--- src/rtl/piso_serial_tx_pkg.sv ---
// Shared definitions for the parallel-in serial-out transmitter: FSM encoding and
// counter sizing helper.
package piso_serial_tx_pkg;

  typedef enum logic [1:0] {
    ST_IDLE  = 2'd0,
    ST_SHIFT = 2'd1,
    ST_GAP   = 2'd2
  } state_e;

  // Bits needed to hold values 0..n-1, never less than one bit.
  function automatic int unsigned cnt_width(input int unsigned n);
    int unsigned w;
    w = (n <= 1) ? 1 : int'($clog2(n));
    return w;
  endfunction

endpackage

--- src/rtl/piso_shift_reg.sv ---
// WIDTH-bit load/shift register; o_bit is the bit at the outgoing end.
module piso_shift_reg #(
  parameter int unsigned WIDTH     = 4,
  parameter bit          LSB_FIRST = 1'b0
) (
  input  logic             i_clk,
  input  logic             i_rst_n,
  input  logic             i_load,
  input  logic             i_shift,
  input  logic [WIDTH-1:0] i_data,
  output logic             o_bit
);

  logic [WIDTH-1:0] data_q;
  logic [WIDTH-1:0] data_d;

  // Load has priority; shifting moves the next bit toward the outgoing end.
  always_comb begin
    data_d = data_q;
    if (i_load) begin
      data_d = i_data;
    end else if (i_shift) begin
      data_d = LSB_FIRST ? (data_q >> 1) : (data_q << 1);
    end
  end

  always_ff @(posedge i_clk or negedge i_rst_n) begin
    if (!i_rst_n) begin
      data_q <= '0;
    end else begin
      data_q <= data_d;
    end
  end

  assign o_bit = LSB_FIRST ? data_q[0] : data_q[WIDTH-1];

endmodule

--- src/rtl/piso_serial_tx.sv ---
// Parallel-in serial-out transmitter: valid/ready word intake, one bit per clock on o_q
// with frame/last strobes and an optional idle gap between words.
module piso_serial_tx
  import piso_serial_tx_pkg::*;
#(
  parameter int unsigned WIDTH      = 4,
  parameter bit          LSB_FIRST  = 1'b0,
  parameter bit          IDLE_LEVEL = 1'b0,
  parameter int unsigned GAP        = 1
) (
  input  logic             i_clk,
  input  logic             i_rst_n,
  input  logic [WIDTH-1:0] i_data,
  input  logic             i_valid,
  output logic             o_ready,
  output logic             o_q,
  output logic             o_frame,
  output logic             o_last,
  output logic             o_busy
);

  localparam int unsigned CW = cnt_width(WIDTH);
  localparam int unsigned GW = cnt_width(GAP + 1);
  localparam logic [CW-1:0] CNT_INIT = CW'(WIDTH - 1);
  localparam logic [GW-1:0] GAP_INIT = GW'((GAP == 0) ? 0 : GAP - 1);

  state_e        state_q, state_d;
  logic [CW-1:0] cnt_q, cnt_d;
  logic [GW-1:0] gcnt_q, gcnt_d;
  logic          q_q, q_d;
  logic          frame_q, frame_d;
  logic          last_q, last_d;
  logic          busy_q, busy_d;

  logic             ready_c;
  logic             accept_c;
  logic             load_c;
  logic             shift_c;
  logic             first_bit_c;
  logic [WIDTH-1:0] rest_c;
  logic             sr_bit;

  assign ready_c  = i_rst_n & ((state_q == ST_IDLE) |
                               ((state_q == ST_SHIFT) & (cnt_q == '0) & (GAP == 0)));
  assign accept_c = i_valid & ready_c;

  // The first bit goes straight to o_q; the register holds the remaining bits so its
  // outgoing bit is always the one to drive on the next shift.
  assign first_bit_c = LSB_FIRST ? i_data[0] : i_data[WIDTH-1];
  assign rest_c      = LSB_FIRST ? (i_data >> 1) : (i_data << 1);

  piso_shift_reg #(
    .WIDTH     (WIDTH),
    .LSB_FIRST (LSB_FIRST)
  ) u_shift_reg (
    .i_clk   (i_clk),
    .i_rst_n (i_rst_n),
    .i_load  (load_c),
    .i_shift (shift_c),
    .i_data  (rest_c),
    .o_bit   (sr_bit)
  );

  always_comb begin
    state_d = state_q;
    cnt_d   = cnt_q;
    gcnt_d  = gcnt_q;
    q_d     = q_q;
    frame_d = frame_q;
    load_c  = 1'b0;
    shift_c = 1'b0;

    case (state_q)
      ST_IDLE: begin
        if (accept_c) begin
          load_c = 1'b1;
        end
      end
      ST_SHIFT: begin
        if (cnt_q != '0) begin
          shift_c = 1'b1;
          cnt_d   = cnt_q - CW'(1);
          q_d     = sr_bit;
        end else if (accept_c) begin
          load_c = 1'b1;
        end else if (GAP > 0) begin
          state_d = ST_GAP;
          gcnt_d  = GAP_INIT;
          q_d     = IDLE_LEVEL;
          frame_d = 1'b0;
        end else begin
          state_d = ST_IDLE;
          q_d     = IDLE_LEVEL;
          frame_d = 1'b0;
        end
      end
      ST_GAP: begin
        if (gcnt_q == '0) begin
          state_d = ST_IDLE;
        end else begin
          gcnt_d = gcnt_q - GW'(1);
        end
      end
      default: begin
        state_d = ST_IDLE;
        q_d     = IDLE_LEVEL;
        frame_d = 1'b0;
      end
    endcase

    // A new word starts the same way from IDLE or straight after a final bit.
    if (load_c) begin
      state_d = ST_SHIFT;
      cnt_d   = CNT_INIT;
      q_d     = first_bit_c;
      frame_d = 1'b1;
    end

    busy_d = (state_d != ST_IDLE);
    last_d = (state_d == ST_SHIFT) && (cnt_d == '0);
  end

  always_ff @(posedge i_clk or negedge i_rst_n) begin
    if (!i_rst_n) begin
      state_q <= ST_IDLE;
      cnt_q   <= '0;
      gcnt_q  <= '0;
      q_q     <= IDLE_LEVEL;
      frame_q <= 1'b0;
      last_q  <= 1'b0;
      busy_q  <= 1'b0;
    end else begin
      state_q <= state_d;
      cnt_q   <= cnt_d;
      gcnt_q  <= gcnt_d;
      q_q     <= q_d;
      frame_q <= frame_d;
      last_q  <= last_d;
      busy_q  <= busy_d;
    end
  end

  assign o_ready = ready_c;
  assign o_q     = q_q;
  assign o_frame = frame_q;
  assign o_last  = last_q;
  assign o_busy  = busy_q;

endmodule

--- config.mk ---
export PLATFORM = sky130hd
export DESIGN_NAME = piso_serial_tx
export DESIGN_NICKNAME = d
export VERILOG_FILES = /design/src/rtl/piso_serial_tx_pkg.sv /design/src/rtl/piso_shift_reg.sv /design/src/rtl/piso_serial_tx.sv
export SDC_FILE = /design/constraint.sdc
export NUM_CORES = 1
export LEC_CHECK = 0
export BUFFER_PORTS_ARGS = -buffer_cell sky130_fd_sc_hd__buf_4
export CAP_MARGIN = 5
export CORE_AREA = 8 8 45 47
export DETAILED_ROUTE_END_ITERATION = 8
export DIE_AREA = 0 0 53 55
export SKIP_CTS_REPAIR_TIMING = 1
export SYNTH_ARGS = -nofsm -noshare
export SYNTH_HDL_FRONTEND = slang
export SYNTH_SLANG_ARGS = --single-unit
--- constraint.sdc ---
create_clock -name i_clk -period 1.8 [get_ports i_clk]
set_clock_uncertainty 0.2 [all_clocks]
set_input_delay 0.27 -clock i_clk [delete_from_list [all_inputs] [get_ports i_clk]]
set_output_delay 0.27 -clock i_clk [all_outputs]
set_load 0.1 [all_outputs]
# --- Word-level counts from Yosys, hierarchy flattened ---
# Cells that the tools add are included.
op_classes:
  add_sub_neg: 2
  eq_ne: 9
  mux: 24
  bitwise_logic: 2
  reduce_logical: 11
op_table:
  columns: ["operator", "count"]
  rows:
  - ["two-way mux 2 bit", 7]
  - ["two-way mux 1 bit", 10]
  - ["two-way mux 4 bit", 2]
  - ["one-hot mux 1 bit (2 select lines)", 4]
  - ["nonzero test 2 bit", 4]
  - ["!= test 3 bit, second input constant", 2]
  - ["one-hot mux 2 bit (3 select lines)", 1]
  - ["AND reduction 3 bit", 2]
  - ["== test 2 x 1 -> 1 bit, second input constant", 2]
  - ["logical NOT 2 bit", 2]
  - ["!= test 2 bit, second input constant", 2]
  - ["!= test 4 x 3 -> 1 bit, second input constant", 1]
  - ["AND 1 bit", 2]
  - ["== test 2 bit, second input constant", 1]
  - ["!= test 2 x 1 -> 1 bit, second input constant", 1]
  - ["AND reduction 2 bit", 1]
  - ["OR reduction 2 bit", 1]
  - ["subtractor 2 x 1 -> 2 bit, second input constant", 1]
  - ["logical AND 1 bit", 1]
  - ["subtractor 1 bit, second input constant", 1]
word_totals:
  reg_bits: 13
  inputBits: 7
  out_inout_bits: 5
  wordCells: 56

# --- Longest topological paths before layout ---
logic_depth:
  ltp_word: 9
  depth_mapped: 4

# --- Cells and area by module ---
# Synthesis repeated with hierarchy kept, for this count alone.
hier_totals:
  hier_cells: 47
  area_unflattened_um2: 503.0
modules_own_cells:
  columns: ["mod", "instances", "cells_per_inst", "area_per_inst_um2"]
  rows:
  - ["piso_serial_tx", 1, 32, 334.1]
  - ["piso_shift_reg", 1, 15, 168.9]

# --- Least setup slack after synthesis ---
# OpenSTA, ideal clock, no wires.
synth_path:
  kind: "register to register"
  start: "register state_q[0]"
  end: "register u_shift_reg.data_q[2]"
  setup_ns: 0.126
  arrival_ns: 2.210
  path_slack_ns: -0.736
  stages_incl_launch_ff: 4
  path_cell_list: "dfrtp_1 -> nor3b_2 -> a2bb2oi_2 -> a221o_1"
synth_between:
  elab_chain_len: 7
synth_rtl:
  columns: ["element", "line", "rtl"]
  rows:
  - ["from (decl)", "piso_serial_tx.sv:27", "state_e state_q, state_d;"]
  - ["from (signal assigned)", "piso_serial_tx.sv:133", "state_q <= state_d;"]
  - ["logical NOT 2 bit *", "piso_serial_tx.sv:43", "assign ready_c = i_rst_n & ((state_q == ST_IDLE) |"]
  - ["AND 1 bit *", "piso_serial_tx.sv:43", null]
  - ["via o_ready", "piso_serial_tx.sv:15", "output logic o_ready,"]
  - ["AND 1 bit *", "piso_serial_tx.sv:45", "assign accept_c = i_valid & ready_c;"]
  - ["two-way mux 1 bit *", "piso_serial_tx.sv:75, piso_serial_tx.sv:84", null]
  - ["two-way mux 1 bit", "piso_serial_tx.sv:80", "if (cnt_q != '0) begin"]
  - ["one-hot mux 1 bit (2 select lines) *", "piso_serial_tx.sv:73", "case (state_q)"]
  - ["two-way mux 4 bit / nonzero test 2 bit (equally long branches)", null, null]
  - ["to (signal assigned)", "piso_shift_reg.sv:31", "data_q <= data_d;"]
  - ["to (decl)", "piso_shift_reg.sv:14", "logic [WIDTH-1:0] data_q;"]
# Mark *: on every way through the listed nets, which the timed path passes. The rest lies on a longest branch.
# A chain may end at the register's enable or synchronous reset.

# --- Worst setup path after layout ---
layout_path:
  start: "register state_q[0]"
  end: "output o_ready"
layout_between:
  elab_chain_len: 2
layout_rtl:
  columns: ["element", "line"]
  rows:
  - ["logical NOT 2 bit", "piso_serial_tx.sv:43"]
  - ["AND 1 bit", "piso_serial_tx.sv:43"]
  - ["to (decl)", "piso_serial_tx.sv:15"]
# Every way passes these cells.

==> run metrics <==
Synth Register Bits 11; worst hold path class input pin to flop; Rows 14; Synth cell types 18; Setup-failing EPs final 0; Synth Warn # 0; GRT overflow 0; clock sink count 11; post-synth top area cell dfrtp_1; port bufs 11; Final period util 94.3%; setup TNS 0 ns; Slew @ Worst Pin 0.492 ns; register area 275 um2; Clock Path Buffers 2; Setup WS pre-CTS 0.255 ns; asr flop ratio synth 100%; Post-Syn Area 469 um2; Post-synth EDFFs 0; die height 55 um; largest net degree at the start of global routing 14; Peak Freq 589 MHz; CTS tree built; post-synthesis net count 44; initial antenna violation count 0; FILL cells 142; CP endpoint kind output pin; DR pass1 iterations 4; FF-to-FF Start state_q[1]; count leader, synth dfrtp_1; Reg2Reg Capture Point u_shift_reg.data_q[2]; Hold Fails Final Rpt 0; dpl cells 63; Post-synth top cells 11 x dfrtp_1, 3 x a221o_1, 3 x nand2_1, 3 x nor2_1, 3 x nor3b_1; share of the synthesized area in the top cell type 58.7%; vias per cell 4.68; Final nets 60; first-pass GRT wire length 1.39 mm; Antenna Violating Nets Remaining 0; Worst-path clk slew 0.07 ns; total CTS buffers 3; root buf cell clkbuf_4; Final Non-Filler Cells 68; GPL Wtd Cong 0.696; cell count after synthesis 37; RSZ-0062 raised after global routing false; CP Max Fanout 5; Mean Syn Cell Area 12.7 um2; Die Wd 53 um; vias in the first global route 309; area of the multi-input gates 185 um2; layout cells sized above 1 36.5%; Remaining DRCs 0; Die ar. 2920 um2; drt wl/cell 12.8 um; Skew-Pair Late Insertion Delay 0.26 ns; # IOs 12; sequential share of the synthesized area 58.7%; setup ws final 0.102 ns; Core Area 1380 um2; dpl hpwl 631 um; number of max-cap violations 0; Reg2Reg Depth 3; Placed Area 567 um2; Setup crit start kind flop; Worst Hold Launch i_data[3]; Synth area leaders dfrtp_1 59%, a221o_1 6.4%, nor3b_1 4.8%; WS Path Type flop to output pin; initial core utilization 33.9%; Total Wirelength 868 um; outcome finished, final reports clean; Arr. time, crit path 1.23 ns; CP required 1.33 ns; antenna cell count 0; H-tree Lvls 1; R2R setup slack 0.25 ns; Slew Limit Fails 0; 1st-iter DRT viols 10; Via Count 318; Hold Path Sink o_q; fin area 607 um2; area added between synthesis and finish 29.3%; all-layer global routing usage 6.57%; Slew headroom 67.1%; prevailing post-synth register cell dfrtp_1; Hold Crit Depth 2; Final Critical Period 1.70 ns
## logic make-up (layout without fill, tap and decap cells)
logic type	count (synthesis)	after routing	synth area share, %
AOI/OAI and AO/OA	8	8	16.0
DFF	11	11	58.7
buffers and inverters	2	17	3.20
and+or+nand+nor	16	16	22.1
## critical path: stages (launching register included)
cell and delay, ns:
dfrtp_1 0.44, nor3b_4 0.26, buf_6 0.26
## through the flow
| stage | util [%] | hold slack [ns] |
|---|---|---|
| after floorplan | - | -0.226 |
| after global placement | 41.0 | -0.0826 |
| after detailed placement | 41.0 | -0.0792 |
| after CTS | 42.9 | -0.370 |
| after global routing | 43.9 | 0.0257 |
| final | 43.9 | 0.0337 |
## routing by layer
layer	up-vias	track usage (%)	part of all wire, %
li1	165	-	-
met2	13	7.03	37
met3	0	4.01	12
met5	-	0	0
met4	0	5.17	0
met1	140	8.76	51
## layout by cell type, fill, tap and decap left out, drive strengths merged
cell type / n
dfrtp: 11
buf: 11
nor3b: 4
clkbuf: 4
nor2: 3
nand2: 3
a221o: 3
and2: 2
nand2b: 1
a2bb2oi: 1
inv: 1
and4bb: 1
a211o: 1
o21ai: 1
nor3: 1
or2: 1
a21oi: 1
a22o: 1
dlygate4sd3: 1
## layout make-up
type,instances,area share [%]
clock buffers,4,4.33
inverters,1,0.619
multi-input cells,24,30.5
flip-flops and latches,11,45.4
well taps,16,3.30
repair buffers,12,15.9
## state kept, by name, indices dropped and copies added, names as in the netlist
register            cells
cnt_q                   2
o_busy                  1
o_frame                 1
o_last                  1
o_q                     1
state_q                 2
u_shift_reg.data_q      3
## worst max-delay path by stage
stage                                  to       start  cells after the start  slack [ns]
CTS                               o_ready  state_q[0]                      2        0.03
detailed placement  u_shift_reg.data_q[2]  state_q[1]                      3        0.26
finish                            o_ready  state_q[0]                      2        0.10
floorplan           u_shift_reg.data_q[2]  state_q[0]                      3       -0.30
global route                      o_ready  state_q[0]                      2        0.03
global placement                  o_ready     i_rst_n                      3        0.26
Power is left out: the tool's default activity adds up to more than one toggle a clock period on the data nets, which glitch-free logic cannot reach.
